### src/rtl/conv_stream_scheduler_pkg.sv
// Shared types and helpers for the convolution stream scheduler.
//   state_t  : scheduler FSM states (IDLE, RUN, FLUSH)
//   cs_log2  : coordinate width for a given image edge (minimum 1 bit)
package conv_stream_scheduler_pkg;

  typedef enum logic [1:0] {
    IDLE  = 2'd0,
    RUN   = 2'd1,
    FLUSH = 2'd2
  } state_t;

  function automatic int unsigned cs_log2(input int unsigned n);
    return (n > 2) ? $clog2(n) : 1;
  endfunction

endpackage

### src/rtl/conv_stream_scheduler_if.sv
// Handshake bundle between the scheduler and its environment.
//   start       : frame start request (sampled in IDLE)
//   in_valid    : upstream pixel present          in_ready   : pixel accepted this cycle
//   conv_clk_en : datapath clock enable           out_valid  : window result valid
//   out_ready   : downstream consumes result      out_row/col: output-map coordinates
//   busy        : scheduler not idle              frame_done : one-cycle frame completion pulse
// slave modport = scheduler side, master modport = environment side.
interface conv_stream_scheduler_if
  import conv_stream_scheduler_pkg::*;
#(
  parameter int unsigned IMAGE_SIZE = 28
) ();
  localparam int unsigned W = cs_log2(IMAGE_SIZE);

  logic         start;
  logic         in_valid;
  logic         in_ready;
  logic         conv_clk_en;
  logic         out_valid;
  logic         out_ready;
  logic [W-1:0] out_row;
  logic [W-1:0] out_col;
  logic         busy;
  logic         frame_done;

  modport slave (
    input  start, in_valid, out_ready,
    output in_ready, conv_clk_en, out_valid, out_row, out_col, busy, frame_done
  );

  modport master (
    output start, in_valid, out_ready,
    input  in_ready, conv_clk_en, out_valid, out_row, out_col, busy, frame_done
  );
endinterface

### src/rtl/conv_stream_scheduler_stride_counter.sv
// Position counter along one image axis with stride phase and output index.
//   clk, rst : clock, async active-high reset
//   clr_i    : restart at position 0
//   step_i   : advance one position (wraps to 0 after SIZE-1)
//   idx_o    : output-map index (pos-FILTER+1)/STRIDE, valid while hit_o
//   last_o   : position is SIZE-1
//   hit_o    : position completes a window along this axis
module stride_counter #(
  parameter int unsigned SIZE   = 28,
  parameter int unsigned FILTER = 3,
  parameter int unsigned STRIDE = 1,
  parameter int unsigned W      = 5
) (
  input  logic         clk,
  input  logic         rst,
  input  logic         clr_i,
  input  logic         step_i,
  output logic [W-1:0] idx_o,
  output logic         last_o,
  output logic         hit_o
);
  localparam int unsigned PW = (STRIDE > 1) ? $clog2(STRIDE) : 1;

  logic [W-1:0]  pos_q, pos_d;
  logic [W-1:0]  idx_q, idx_d;
  logic [PW-1:0] ph_q, ph_d;

  assign last_o = (pos_q == W'(SIZE - 1));
  assign hit_o  = (pos_q >= W'(FILTER - 1)) && (ph_q == '0);
  assign idx_o  = idx_q;

  // Phase and index only start moving once the first full window along
  // this axis has been reached, so phase==0 marks stride-aligned positions.
  always_comb begin
    pos_d = pos_q;
    idx_d = idx_q;
    ph_d  = ph_q;
    if (clr_i) begin
      pos_d = '0;
      idx_d = '0;
      ph_d  = '0;
    end else if (step_i) begin
      if (last_o) begin
        pos_d = '0;
        idx_d = '0;
        ph_d  = '0;
      end else begin
        pos_d = W'(pos_q + 1'b1);
        if (pos_q >= W'(FILTER - 1)) begin
          if (ph_q == PW'(STRIDE - 1)) begin
            ph_d  = '0;
            idx_d = W'(idx_q + 1'b1);
          end else begin
            ph_d  = PW'(ph_q + 1'b1);
          end
        end
      end
    end
  end

  always_ff @(posedge clk or posedge rst) begin
    if (rst) begin
      pos_q <= '0;
      idx_q <= '0;
      ph_q  <= '0;
    end else begin
      pos_q <= pos_d;
      idx_q <= idx_d;
      ph_q  <= ph_d;
    end
  end
endmodule

### src/rtl/conv_stream_scheduler.sv
// Raster-order pixel scheduler for a streaming convolution datapath.
// Accepts one pixel per in_valid&in_ready cycle, gates the datapath with
// conv_clk_en, and reports each completed (strided) window one cycle later
// with its output-map coordinates.
//   clk, rst : clock, async active-high reset
//   bus      : slave side of conv_stream_scheduler_if (start, pixel and result handshakes)
module conv_stream_scheduler
  import conv_stream_scheduler_pkg::*;
#(
  parameter int unsigned IMAGE_SIZE  = 28,
  parameter int unsigned FILTER_SIZE = 3,
  parameter int unsigned STRIDE      = 1
) (
  input  logic                    clk,
  input  logic                    rst,
  conv_stream_scheduler_if.slave  bus
);
  localparam int unsigned W = cs_log2(IMAGE_SIZE);

  state_t       state_q, state_d;
  logic         ov_q, ov_d;
  logic [W-1:0] orow_q, orow_d;
  logic [W-1:0] ocol_q, ocol_d;
  logic         fd_q, fd_d;

  logic         in_ready;
  logic         accept;
  logic         clr;
  logic [W-1:0] row_idx, col_idx;
  logic         row_last, col_last;
  logic         row_hit, col_hit;

  // Holding off input while an unconsumed result sits on out_valid keeps the
  // datapath output frozen, so out_row/out_col need no separate hold logic.
  assign in_ready = (state_q == RUN) && (!ov_q || bus.out_ready);
  assign accept   = bus.in_valid && in_ready;
  assign clr      = (state_q == IDLE) && bus.start;

  stride_counter #(
    .SIZE   (IMAGE_SIZE),
    .FILTER (FILTER_SIZE),
    .STRIDE (STRIDE),
    .W      (W)
  ) u_col (
    .clk    (clk),
    .rst    (rst),
    .clr_i  (clr),
    .step_i (accept),
    .idx_o  (col_idx),
    .last_o (col_last),
    .hit_o  (col_hit)
  );

  stride_counter #(
    .SIZE   (IMAGE_SIZE),
    .FILTER (FILTER_SIZE),
    .STRIDE (STRIDE),
    .W      (W)
  ) u_row (
    .clk    (clk),
    .rst    (rst),
    .clr_i  (clr),
    .step_i (accept && col_last),
    .idx_o  (row_idx),
    .last_o (row_last),
    .hit_o  (row_hit)
  );

  always_comb begin
    state_d = state_q;
    ov_d    = ov_q;
    orow_d  = orow_q;
    ocol_d  = ocol_q;
    fd_d    = 1'b0;

    // A new window result takes priority over consumption of the old one.
    if (accept && row_hit && col_hit) begin
      ov_d   = 1'b1;
      orow_d = row_idx;
      ocol_d = col_idx;
    end else if (ov_q && bus.out_ready) begin
      ov_d   = 1'b0;
    end

    case (state_q)
      IDLE: begin
        if (bus.start) state_d = RUN;
      end
      RUN: begin
        if (accept && row_last && col_last) state_d = FLUSH;
      end
      FLUSH: begin
        if (!ov_q || bus.out_ready) begin
          state_d = IDLE;
          fd_d    = 1'b1;
        end
      end
      default: state_d = IDLE;
    endcase
  end

  always_ff @(posedge clk or posedge rst) begin
    if (rst) begin
      state_q <= IDLE;
      ov_q    <= 1'b0;
      orow_q  <= '0;
      ocol_q  <= '0;
      fd_q    <= 1'b0;
    end else begin
      state_q <= state_d;
      ov_q    <= ov_d;
      orow_q  <= orow_d;
      ocol_q  <= ocol_d;
      fd_q    <= fd_d;
    end
  end

  assign bus.in_ready    = in_ready;
  assign bus.conv_clk_en = accept;
  assign bus.out_valid   = ov_q;
  assign bus.out_row     = orow_q;
  assign bus.out_col     = ocol_q;
  assign bus.busy        = (state_q != IDLE);
  assign bus.frame_done  = fd_q;
endmodule

### src/flat_wrapper.sv
// flat-port wrapper written by rule: the top's interface ports become plain ports
module conv_stream_scheduler_flat import conv_stream_scheduler_pkg::*;
#(
  parameter int unsigned IMAGE_SIZE  = 28,
  parameter int unsigned FILTER_SIZE = 3,
  parameter int unsigned STRIDE      = 1
)
  (clk, rst, bus_start, bus_in_valid, bus_out_ready, bus_in_ready, bus_conv_clk_en, bus_out_valid, bus_out_row, bus_out_col, bus_busy, bus_frame_done);
  conv_stream_scheduler_if #(.IMAGE_SIZE(IMAGE_SIZE)) bus_i ();
  input  logic clk;
  input  logic rst;
  input wire logic [$bits(bus_i.start)-1:0] bus_start;
  input wire logic [$bits(bus_i.in_valid)-1:0] bus_in_valid;
  input wire logic [$bits(bus_i.out_ready)-1:0] bus_out_ready;
  output wire logic [$bits(bus_i.in_ready)-1:0] bus_in_ready;
  output wire logic [$bits(bus_i.conv_clk_en)-1:0] bus_conv_clk_en;
  output wire logic [$bits(bus_i.out_valid)-1:0] bus_out_valid;
  output wire logic [$bits(bus_i.out_row)-1:0] bus_out_row;
  output wire logic [$bits(bus_i.out_col)-1:0] bus_out_col;
  output wire logic [$bits(bus_i.busy)-1:0] bus_busy;
  output wire logic [$bits(bus_i.frame_done)-1:0] bus_frame_done;
  assign bus_i.start = bus_start;
  assign bus_i.in_valid = bus_in_valid;
  assign bus_i.out_ready = bus_out_ready;
  assign bus_in_ready = bus_i.in_ready;
  assign bus_conv_clk_en = bus_i.conv_clk_en;
  assign bus_out_valid = bus_i.out_valid;
  assign bus_out_row = bus_i.out_row;
  assign bus_out_col = bus_i.out_col;
  assign bus_busy = bus_i.busy;
  assign bus_frame_done = bus_i.frame_done;
  conv_stream_scheduler #(.IMAGE_SIZE(IMAGE_SIZE), .FILTER_SIZE(FILTER_SIZE), .STRIDE(STRIDE)) u_core (.clk(clk), .rst(rst), .bus(bus_i));
endmodule
### config.mk
export PLATFORM = sky130hd
export DESIGN_NAME = conv_stream_scheduler_flat
export DESIGN_NICKNAME = d
export VERILOG_FILES = /design/src/rtl/conv_stream_scheduler_pkg.sv /design/src/rtl/conv_stream_scheduler_if.sv /design/src/rtl/conv_stream_scheduler_stride_counter.sv /design/src/rtl/conv_stream_scheduler.sv /design/src/flat_wrapper.sv
export SDC_FILE = /design/constraint.sdc
export NUM_CORES = 1
export LEC_CHECK = 0
export ABC_AREA = 1
export ABC_CLOCK_PERIOD_IN_PS = 1760
export CORE_ASPECT_RATIO = 0.5
export CORE_UTILIZATION = 57
export CTS_BUF_LIST = sky130_fd_sc_hd__clkbuf_4 sky130_fd_sc_hd__clkbuf_8 sky130_fd_sc_hd__clkbuf_16
export CTS_CLUSTER_DIAMETER = 150
export DETAILED_ROUTE_END_ITERATION = 6
export GPL_ROUTABILITY_DRIVEN = 0
export GPL_TIMING_DRIVEN = 0
export MAX_ROUTING_LAYER = met4
export PLACE_DENSITY_LB_ADDON = 0.1
export SYNTH_ARGS = -nofsm -noshare
export SYNTH_HDL_FRONTEND = slang
export SYNTH_SLANG_ARGS = --single-unit
export TNS_END_PERCENT = 50
### constraint.sdc
create_clock -name clk -period 1.76 [get_ports clk]
set_input_delay 0.264 -clock clk [delete_from_list [all_inputs] [get_ports clk]]
set_output_delay 0.264 -clock clk [all_outputs]
set_load 0.01 [all_outputs]
==> results.json <==
{
  "status": "completed",
  "routedWlPerCell_um": 13.5,
  "r2r_cells": 7,
  "layout_common_cells": "nand2_1, dfrtp_1, nand4_1",
  "synth_cell_types": 34,
  "finalHoldViolCount": 0,
  "synth_top_family_by_area": "simple AND/OR/NAND/NOR gates",
  "r2r-start": "u_core.u_row.pos_q[0]$_DFFE_PP0P_",
  "fp.dieH_um": 44.2,
  "antenna_found_initial": 0,
  "fmax_mhz": 595,
  "drc": 0,
  "drive_gt1_frac": 0.172,
  "worst_ep_required_time_ps": 1500,
  "cts_hold_buffers": 0,
  "cts_tree": "done",
  "dp_slack_ps": -386,
  "gr-total-overflow": 0,
  "drt_first_iter_violations": 142,
  "syn-cell-area_um2": 2030,
  "drtPass1Iterations": 4,
  "avgSynthCellArea_um2": 8.33,
  "syn2layout_area_growth_pct": 17.9,
  "grt_usage": 0.272,
  "path_max_fanout": 14,
  "synth-main-ff-cell": "dfrtp_1",
  "nets": 283,
  "synth_fp_nets": 255,
  "grt_max_degree": 35,
  "worst_slack_ps": 79.1,
  "endpoint": "bus_conv_clk_en",
  "period_share": 0.955,
  "synthSimpleGateAreaFrac": 0.425,
  "ioPinCount": 20,
  "drtAntennaViolNets": 0,
  "synth_top_cell_by_area": "dfrtp_1",
  "grt_pass1_vias": 1557,
  "crit_arrival_ps": 1420,
  "fin_setup_tns_ps": 0,
  "die_w_um": 86.4,
  "end_kind": "primary output",
  "yosys_register_bits": 34,
  "numCtsBuffers": 5,
  "wirelength_um": 4330,
  "synthCells": 244,
  "rsz0062_at_grt": "false",
  "clockBufferDepth": 2,
  "fillerInstances": 238,
  "initial_core_util": 0.637,
  "yosys_warnings": 0,
  "leakage_nw": 1.21,
  "startpoint": "u_core.state_q[0]$_DFFE_PP0P_",
  "post-dp-hpwl_um": 3050,
  "clkLatencyLatePin_ps": 290,
  "via_per_inst": 5.42,
  "power_density_nw_per_um2": 1060,
  "synthAdderAreaFrac": 0.0369,
  "skew_ps": 8.16,
  "dieArea_um2": 3820,
  "reg2reg_to": "u_core.bus.out_col[0]$_DFFE_PP0P_",
  "ctsRootBufferMaster": "clkbuf_8",
  "synth-edff-count": 0,
  "core_um2": 3190,
  "vias": 1739,
  "irDropWorstVdd_mv": 0.759,
  "slew_headroom": 0.525,
  "clk_pin_slew_ps": 70,
  "p_total_mw": 2.53,
  "maxCapViolCount": 0,
  "synth_top_area_frac": 0.419,
  "setup_viol": 0,
  "synth-xor-area-share": 0.00431,
  "fin_crit_ps": 1680,
  "antenna_cells": 0,
  "tightestPinTransition_ps": 711,
  "numPortBuffers": 19,
  "cts.sinks": 34,
  "rrSetupSlack_ps": 200,
  "grt_pass1_wl_um": 7340,
  "layout_commonest_cell": "nand2_1",
  "yosysSeqAreaShare": 0.419,
  "htree_levels": 2,
  "synth-compound-area-share": 0.0394,
  "fp-row-count": 14,
  "path_class": "reg -> out",
  "crit_path_start_kind": "flip-flop",
  "synth_area_leaders": "dfrtp_1, nand2_1, nand4_1, ha_1, nor2_1",
  "synthArstFlopShare": 1.00,
  "drv_slew": 0,
  "hp-class": "in -> async",
  "synthMuxAreaShare": 0
}
==> where the power goes <==
group          internal (mW)  switching, mW  total [mW]  leakage, nW
Clock                  0.331          0.287       0.618       0.0517
Sequential             0.925          0.181        1.11        0.456
Combinational          0.328          0.479       0.808        0.699
Total                   1.58          0.948        2.53         1.21
==> cell families after synthesis <==
group | count (synthesis)
buffers and inverters | 29
AO/OA/AOI/OAI | 11
flip-flops | 34
adder cells (fa/ha/maj) | 6
AND/OR/NAND/NOR | 163
XOR/XNOR | 1
==> registers in the layout, summed over array words and instances (netlist names) <==
| signal | count |
|---|---|
| u_core.bus.frame_done | 1 |
| u_core.bus.out_col | 5 |
| u_core.bus.out_row | 5 |
| u_core.bus.out_valid | 1 |
| u_core.state_q | 2 |
| u_core.u_col.idx_o | 5 |
| u_core.u_col.pos_q | 5 |
| u_core.u_row.idx_o | 5 |
| u_core.u_row.pos_q | 5 |
==> Yosys cell counts (all sizes together), types with 2 or more instances <==
| cell type | count |
|---|---|
| nand4 | 25 |
| inv | 20 |
| a21oi | 3 |
| nor2 | 24 |
| or2 | 2 |
| buf | 7 |
| ha | 6 |
| nor3 | 3 |
| dfrtp | 34 |
| nand2 | 89 |
| o21ai | 5 |
| nand3 | 20 |
==> critical path, cell delays in order (launching register included) <==
cell             delay, ps
dfrtp_1                420
inv_2                   80
nor2_4                 140
nand3_4                100
inv_4                  150
clkdlybuf4s15_2        240
==> final cells by class <==
type                       instances  area (um2)  share of cell area
timing repair buffer              22         213              0.0888
inverter                          21        81.3              0.0339
buffer                             7        65.1              0.0272
clock inverter                     1        5.00             0.00209
clock buffer                       7        90.1              0.0376
sequential                        34         851               0.355
multi-input combinational        181        1030               0.430
tap                               48        60.1              0.0251
==> timing repair <==
action | 4_1_cts | 5_1_grt
pin swaps | 0 | 1
gates cloned | 0 | 0
setup buffers | 0 | 3
setup endpoints to repair | 2 | 1
resized for setup | 6 | 1
==> through the flow <==
stage                     hold WS (ps)  area, um2  cells   util
after floorplan                    406       2030    244      -
after global placement             457       2280    311  0.716
after detailed placement           459       2280    311  0.716
after CTS                          475       2380    319  0.748
after global routing               497       2400    321  0.752
final                              405       2400    321  0.752
==> worst min-delay path by stage <==
stage,end,slack [ps],cells past startpoint
floorplan,u_core.bus.frame_done$_DFF_PP0_,410,1
global placement,u_core.bus.out_row[2]$_DFFE_PP0P_,460,2
detailed placement,u_core.bus.out_row[2]$_DFFE_PP0P_,460,2
CTS,u_core.bus.out_row[2]$_DFFE_PP0P_,470,2
global route,u_core.u_row.pos_q[3]$_DFFE_PP0P_,500,2
finish,u_core.u_row.idx_o[3]$_DFFE_PP0P_,410,2
==> routing by layer <==
layer	GRT usage	wire length [um]	part of all wire	vias to the layer above
li1	-	-	-	863
met1	0.371	2020	0.47	822
met2	0.410	2000	0.46	48
met3	0.0672	264	0.061	6
met4	0.0800	39	0.0090	0
met5	-	0	0	-
Power figures use the tool's default switching activity.
